==> src/rtl/mpi_eth_pkg.sv <==
// Shared definitions for the MPI-over-Ethernet send/done block.
package mpi_eth_pkg;

  typedef enum logic [1:0] {
    ST_IDLE      = 2'd0,
    ST_HDR       = 2'd1,
    ST_PAYLOAD   = 2'd2,
    ST_WAIT_DONE = 2'd3
  } state_e;

  localparam logic [15:0] ETHERTYPE = 16'h88B5;
  localparam logic [7:0]  OP_SEND   = 8'h01;
  localparam logic [7:0]  OP_DONE   = 8'h02;

  // Header beats sent, and the exact length of a DONE reply.
  localparam int unsigned HDR_BEATS    = 4;
  localparam logic [1:0]  HDR_LAST_IDX = 2'(HDR_BEATS - 1);

endpackage

==> src/rtl/mpi_eth_done_matcher.sv <==
// Watches the receive stream and pulses match_o on the last beat of a
// 4-beat DONE packet whose fields agree with the stored send command.
// A packet only qualifies if its first beat arrives while arm_i is high,
// so a packet already in flight when arming happens is ignored.
module mpi_done_matcher
  import mpi_eth_pkg::*;
(
  input  logic        clk,
  input  logic        rst,
  input  logic        arm_i,
  input  logic        beat_i,
  input  logic [63:0] data_i,
  input  logic        last_i,
  input  logic [63:0] exp_b0_i,
  input  logic [63:0] exp_b1_i,
  input  logic [63:0] exp_b2_i,
  input  logic [23:0] exp_b3_hi_i,
  output logic        match_o
);

  // Beat index within the current packet; saturates one past the last
  // valid index so over-long packets stay marked as mismatching.
  logic [2:0] cnt_q, cnt_d;
  logic       mis_q, mis_d;
  logic       beat_ok;

  // Judge the current beat against the expected reply.
  always_comb begin
    beat_ok = 1'b0;
    case (cnt_q)
      3'd0:    beat_ok = arm_i && (data_i == exp_b0_i);
      3'd1:    beat_ok = (data_i == exp_b1_i);
      3'd2:    beat_ok = (data_i == exp_b2_i);
      3'd3:    beat_ok = (data_i[63:40] == exp_b3_hi_i);
      default: beat_ok = 1'b0;
    endcase
    // last must land exactly on the final beat, nowhere else
    if (last_i != (cnt_q == 3'(HDR_BEATS - 1))) beat_ok = 1'b0;
  end

  // Counter and mismatch tracking; both clear on every packet end.
  always_comb begin
    cnt_d = cnt_q;
    mis_d = mis_q;
    if (beat_i) begin
      if (last_i) begin
        cnt_d = 3'd0;
        mis_d = 1'b0;
      end else begin
        if (cnt_q != 3'(HDR_BEATS)) cnt_d = cnt_q + 3'd1;
        if (!beat_ok) mis_d = 1'b1;
      end
    end
  end

  assign match_o = beat_i && last_i && arm_i && !mis_q && beat_ok;

  // Receive tracking registers.
  always_ff @(posedge clk or posedge rst) begin
    if (rst) begin
      cnt_q <= 3'd0;
      mis_q <= 1'b0;
    end else begin
      cnt_q <= cnt_d;
      mis_q <= mis_d;
    end
  end

endmodule

==> src/rtl/mpi_eth_interface.sv <==
// MPI send engine over raw Ethernet: takes a send command, emits a 4-beat
// header, passes the payload through, then waits for the matching DONE
// reply on the receive stream before accepting the next command.
//
// Handshakes: a beat moves on a rising clk edge when valid and ready are
// both high; a source holds its beat stable while ready is low.
module mpi_eth_interface #(
  parameter logic [15:0] ETHERTYPE = mpi_eth_pkg::ETHERTYPE,
  parameter logic [7:0]  OP_SEND   = mpi_eth_pkg::OP_SEND,
  parameter logic [7:0]  OP_DONE   = mpi_eth_pkg::OP_DONE
) (
  input  logic        clk,
  input  logic        rst,
  input  logic        cmd_valid,
  output logic        cmd_ready,
  input  logic [15:0] cmd_dst_rank,
  input  logic [7:0]  cmd_src_rank,
  input  logic [31:0] cmd_size,
  input  logic [47:0] cmd_mac_dst,
  input  logic [47:0] cmd_mac_src,
  input  logic [31:0] cmd_ip_dst,
  input  logic [31:0] cmd_ip_src,
  input  logic [63:0] pay_data,
  input  logic [7:0]  pay_keep,
  input  logic        pay_last,
  input  logic        pay_valid,
  output logic        pay_ready,
  output logic [63:0] stream_out_data,
  output logic [7:0]  stream_out_keep,
  output logic        stream_out_last,
  output logic        stream_out_valid,
  input  logic        stream_out_ready,
  input  logic [63:0] stream_in_data,
  input  logic [7:0]  stream_in_keep,
  input  logic        stream_in_last,
  input  logic        stream_in_valid,
  output logic        stream_in_ready,
  output logic        busy,
  output logic        done,
  output logic [1:0]  dbg_state
);
  import mpi_eth_pkg::*;

  state_e      state_q, state_d;
  logic [1:0]  hdr_idx_q, hdr_idx_d;
  logic        cmd_load;
  logic [15:0] dst_rank_q;
  logic [7:0]  src_rank_q;
  logic [31:0] size_q;
  logic [47:0] mac_dst_q, mac_src_q;
  logic [31:0] ip_dst_q, ip_src_q;
  logic [63:0] hdr_beat;
  logic        match;
  logic        unused_in_keep;

  // Receive keep carries no information for matching.
  assign unused_in_keep = ^stream_in_keep;

  // Header beat selected by the current index; byte 0 is bits 63:56.
  always_comb begin
    case (hdr_idx_q)
      2'd0:    hdr_beat = {mac_dst_q, mac_src_q[47:32]};
      2'd1:    hdr_beat = {mac_src_q[31:0], ETHERTYPE, OP_SEND, 8'h00};
      2'd2:    hdr_beat = {ip_dst_q, ip_src_q};
      default: hdr_beat = {dst_rank_q, src_rank_q, 8'h00, size_q};
    endcase
  end

  // Next-state and output decode; outputs are also gated by rst so they
  // drop the instant reset is raised.
  always_comb begin
    state_d          = state_q;
    hdr_idx_d        = hdr_idx_q;
    cmd_load         = 1'b0;
    cmd_ready        = 1'b0;
    pay_ready        = 1'b0;
    stream_out_data  = 64'd0;
    stream_out_keep  = 8'h00;
    stream_out_last  = 1'b0;
    stream_out_valid = 1'b0;
    stream_in_ready  = !rst;
    busy             = (state_q != ST_IDLE);
    case (state_q)
      ST_IDLE: begin
        cmd_ready = !rst;
        if (cmd_valid && !rst) begin
          cmd_load  = 1'b1;
          hdr_idx_d = 2'd0;
          state_d   = ST_HDR;
        end
      end
      ST_HDR: begin
        stream_out_data  = hdr_beat;
        stream_out_keep  = 8'hFF;
        stream_out_valid = !rst;
        if (stream_out_ready) begin
          if (hdr_idx_q == HDR_LAST_IDX) begin
            hdr_idx_d = 2'd0;
            state_d   = ST_PAYLOAD;
          end else begin
            hdr_idx_d = hdr_idx_q + 2'd1;
          end
        end
      end
      ST_PAYLOAD: begin
        stream_out_data  = pay_data;
        stream_out_keep  = pay_keep;
        stream_out_last  = pay_last;
        stream_out_valid = pay_valid && !rst;
        pay_ready        = stream_out_ready && !rst;
        if (pay_valid && stream_out_ready && pay_last) state_d = ST_WAIT_DONE;
      end
      ST_WAIT_DONE: begin
        if (match) state_d = ST_IDLE;
      end
      default: state_d = ST_IDLE;
    endcase
  end

  assign done      = match;
  assign dbg_state = state_q;

  // State and header index registers.
  always_ff @(posedge clk or posedge rst) begin
    if (rst) begin
      state_q   <= ST_IDLE;
      hdr_idx_q <= 2'd0;
    end else begin
      state_q   <= state_d;
      hdr_idx_q <= hdr_idx_d;
    end
  end

  // Stored command, captured when a command is accepted in IDLE.
  always_ff @(posedge clk or posedge rst) begin
    if (rst) begin
      dst_rank_q <= 16'd0;
      src_rank_q <= 8'd0;
      size_q     <= 32'd0;
      mac_dst_q  <= 48'd0;
      mac_src_q  <= 48'd0;
      ip_dst_q   <= 32'd0;
      ip_src_q   <= 32'd0;
    end else if (cmd_load) begin
      dst_rank_q <= cmd_dst_rank;
      src_rank_q <= cmd_src_rank;
      size_q     <= cmd_size;
      mac_dst_q  <= cmd_mac_dst;
      mac_src_q  <= cmd_mac_src;
      ip_dst_q   <= cmd_ip_dst;
      ip_src_q   <= cmd_ip_src;
    end
  end

  // The DONE reply mirrors the header with source and destination swapped.
  mpi_done_matcher u_matcher (
    .clk         (clk),
    .rst         (rst),
    .arm_i       (state_q == ST_WAIT_DONE),
    .beat_i      (stream_in_valid && stream_in_ready),
    .data_i      (stream_in_data),
    .last_i      (stream_in_last),
    .exp_b0_i    ({mac_src_q, mac_dst_q[47:32]}),
    .exp_b1_i    ({mac_dst_q[31:0], ETHERTYPE, OP_DONE, 8'h00}),
    .exp_b2_i    ({ip_src_q, ip_dst_q}),
    .exp_b3_hi_i ({8'h00, src_rank_q, dst_rank_q[7:0]}),
    .match_o     (match)
  );

endmodule

==> config.mk <==
export PLATFORM = sky130hd
export DESIGN_NAME = mpi_eth_interface
export DESIGN_NICKNAME = d
export VERILOG_FILES = /design/src/rtl/mpi_eth_pkg.sv /design/src/rtl/mpi_eth_done_matcher.sv /design/src/rtl/mpi_eth_interface.sv
export SDC_FILE = /design/constraint.sdc
export NUM_CORES = 1
export LEC_CHECK = 0
export ABC_AREA = 1
export BUFFER_PORTS_ARGS = -buffer_cell sky130_fd_sc_hd__buf_2
export CORE_AREA = 2 2 172 174
export DETAILED_ROUTE_END_ITERATION = 16
export DIE_AREA = 0 0 174 176
export PLACE_DENSITY = 0.87
export SYNTH_ARGS = -nofsm -noshare
export SYNTH_HDL_FRONTEND = slang
export SYNTH_SLANG_ARGS = --single-unit
==> constraint.sdc <==
create_clock -name clk -period 26.8 [get_ports clk]
set_input_delay 8.04 -clock clk [delete_from_list [all_inputs] [get_ports clk]]
set_output_delay 8.04 -clock clk [all_outputs]
set_load 0.02 [all_outputs]
==> metrics <==
initial drt markers=1774; Slew @ Worst Pin=1210 ps; hold_sp=size_q[9]; cts repair resizes=0; grt total ovfl=0; setup bufs post-CTS=0; ys async rst share=100%; crit share post-route=67.7%; DR pass1 iterations=6; detailed placement HPWL=50.7 mm; min setup slack post-route=8660 ps; mapped cell area=0.0145 mm²; vias per inst=5.88; Reg-to-Reg End=dbg_state[1]; synthesized area per cell=7.40 µm²; std cell rows=62; Worst setup EP type=output port; initial core utilization=50.6%; DIE AREA=0.0306 mm²; Post-Syn Instances=1955; via count of the first global-routing pass=15455; MaxCap Viol Count=0; Worst Hold Margin=508 ps; setup TNS=0 ps; die width=174 µm; Core Area=0.0285 mm²; Slew HR=19.5%; final wirelength=65.3 mm; DP Area=0.0169 mm²; Netlist cell types=38; Synth-to-Final Area Change=22.6%; H-tree levels=1; I/O pins=449; largest net degree at the start of global routing=230; Final min period=18140 ps; most common cell after layout, fill and taps aside=nand2_1; # clock sinks=224; number of synthesized flops with an enable pin=0; dpl ws=8770 ps; RSZ-0062 raised after global routing=no; critical path launch point type=input pin; Worst-Skew Late Latency=560 ps; Worst Path Max Fanout=3; GRT Util Overall=41.5%; CTS tree=done; type of the worst setup path=input pin to output port; Detail Route Antenna Nets=0; root buf cell=clkbuf_16; skew final=19.1 ps; RePlAce Congestion=1.03; CTS buffer count=26; DRC Markers=0; endpoints failing setup=0; most frequent cells in the layout=518 x nand2_1, 440 x buf_2, 224 x dfrtp_1, 213 x a21oi_1, 207 x nor2_1; Reg2Reg Launch Point=u_matcher.cnt_q[0]; fin area=0.0177 mm²; Die H=176 µm; first-pass GRT wire length=94.5 mm; port bufs=440; #FFs+latches synth=224; antenna violations before repair=5; sequential share of the synthesized area=38.8%; Hold Path Stages=1; hold path endpoint=size_q[9]; Syn Nets=2336; required time worst endpoint=18760 ps; nets@finish=2719; Worst EP arrival=10100 ps; Pwr Total=2.16 mW; final hold viol count=0; Pwr Density=122 mW/mm²; Leak=9.03 nW; Clock Path Buffers=3; share of layout cells above drive strength 1=26.8%; Primary FF master, synth=dfrtp_1; Hold WC Path Type=register to register; peak supply drop=0.0816 mV; warnings from Yosys=0; detailed-route via count=16110; reg2reg path depth=21; f_max=55.1 MHz; WL/cell=23.8 µm; hold buffer count at cts=0; fin. max-slew vios=0; clk slew on worst S/H paths=60 ps; run status=finished, final reports clean; reg-to-reg setup timing slack=23100 ps
-- cell families after synthesis --
logic type	synth area share, %
adders and majority gates	1.12
AOI/OAI and AO/OA	14.3
and+or+nand+nor	25.7
xor gates and xnor gates	2.97
buffers and inverters	7.56
muxes	9.58
DFF	38.8
-- metal layers --
metal  wire length (µm)  vias up  GRT usage (%)  part of all wire [%]
li1                   -     7225              -                     -
met1              24400     7613           51.9                    37
met2              29900     1041           67.9                    46
met3               5940      227           6.20                   9.1
met4               4980        4           26.5                   7.6
met5                 24        -              0                 0.037
-- how the worst max path moves through the flow --
stage                       to  cells after the start               start  slack (ps)
after floorplan           done                      5                 rst        4960
after global placement    done                     13  stream_in_data[23]        8740
after detailed placement  done                     13  stream_in_data[23]        8770
after CTS                 done                     13  stream_in_data[23]        8760
after global routing      done                     14   stream_in_data[8]        8610
final                     done                     13  stream_in_data[23]        8660
-- Yosys cell counts, drive strengths merged, types with 7 or more instances --
library cell | instances | share of area (%)
inv | 177 | 4.6
nor2 | 210 | 5.5
mux2 | 123 | 9.6
a21oi | 213 | 7.4
o21ai | 55 | 1.9
buf | 23 | 0.92
xnor2 | 29 | 1.8
nor3b | 7 | 0.36
dfrtp | 224 | 39
a31oi | 8 | 0.35
nor3 | 11 | 0.38
nand3 | 94 | 3.3
o22ai | 11 | 0.48
xor2 | 20 | 1.2
nand3b | 14 | 0.73
o221ai | 7 | 0.42
o211ai | 65 | 3.4
nand4 | 31 | 1.3
nand2 | 519 | 13
clkbuf | 78 | 2.0
ha | 13 | 1.1
-- report_power, final --
part	internal (mW)	switching (mW)
Clock	0.209	0.149
Sequential	0.509	0.176
Combinational	0.374	0.739
-- worst max-delay path: stages --
cell,delay [ps]
buf_2,130
xnor2_1,370
nand3_1,150
nor3b_1,310
nand4_1,130
nor2_1,180
nand3_1,120
nor2_1,100
nor2_1,50
nand2_1,120
nand2_1,70
nor2_1,130
buf_2,190
-- per-stage QoR --
step / utilization, % / std cells
2_1_floorplan: - / 1955
6_report: 62.1 / 2741
3_3_place_gp: 59.2 / 2694
3_5_place_dp: 59.2 / 2694
4_1_cts: 62.1 / 2739
5_1_grt: 62.1 / 2741
-- layout make-up --
| class | instances | area (µm²) |
|---|---|---|
| Fill cell | 2589 | 10800 |
| Multi-Input combinational cell | 1452 | 7780 |
| Sequential cell | 224 | 5610 |
| Timing Repair Buffer | 456 | 2350 |
| Clock buffer | 38 | 736 |
| Inverter | 178 | 676 |
| Tap cell | 384 | 480 |
| Clock inverter | 7 | 103 |
| Antenna cell | 2 | 5.00 |
-- registers in the layout, indices dropped and copies added, names as in the netlist --
signal	count
ip_dst_q	32
dbg_state	2
ip_src_q	32
mac_src_q	48
u_matcher.cnt_q	3
mac_dst_q	48
size_q	32
src_rank_q	8
u_matcher.mis_q	1
dst_rank_q	16
hdr_idx_q	2
(Power assumes the default switching activity.)
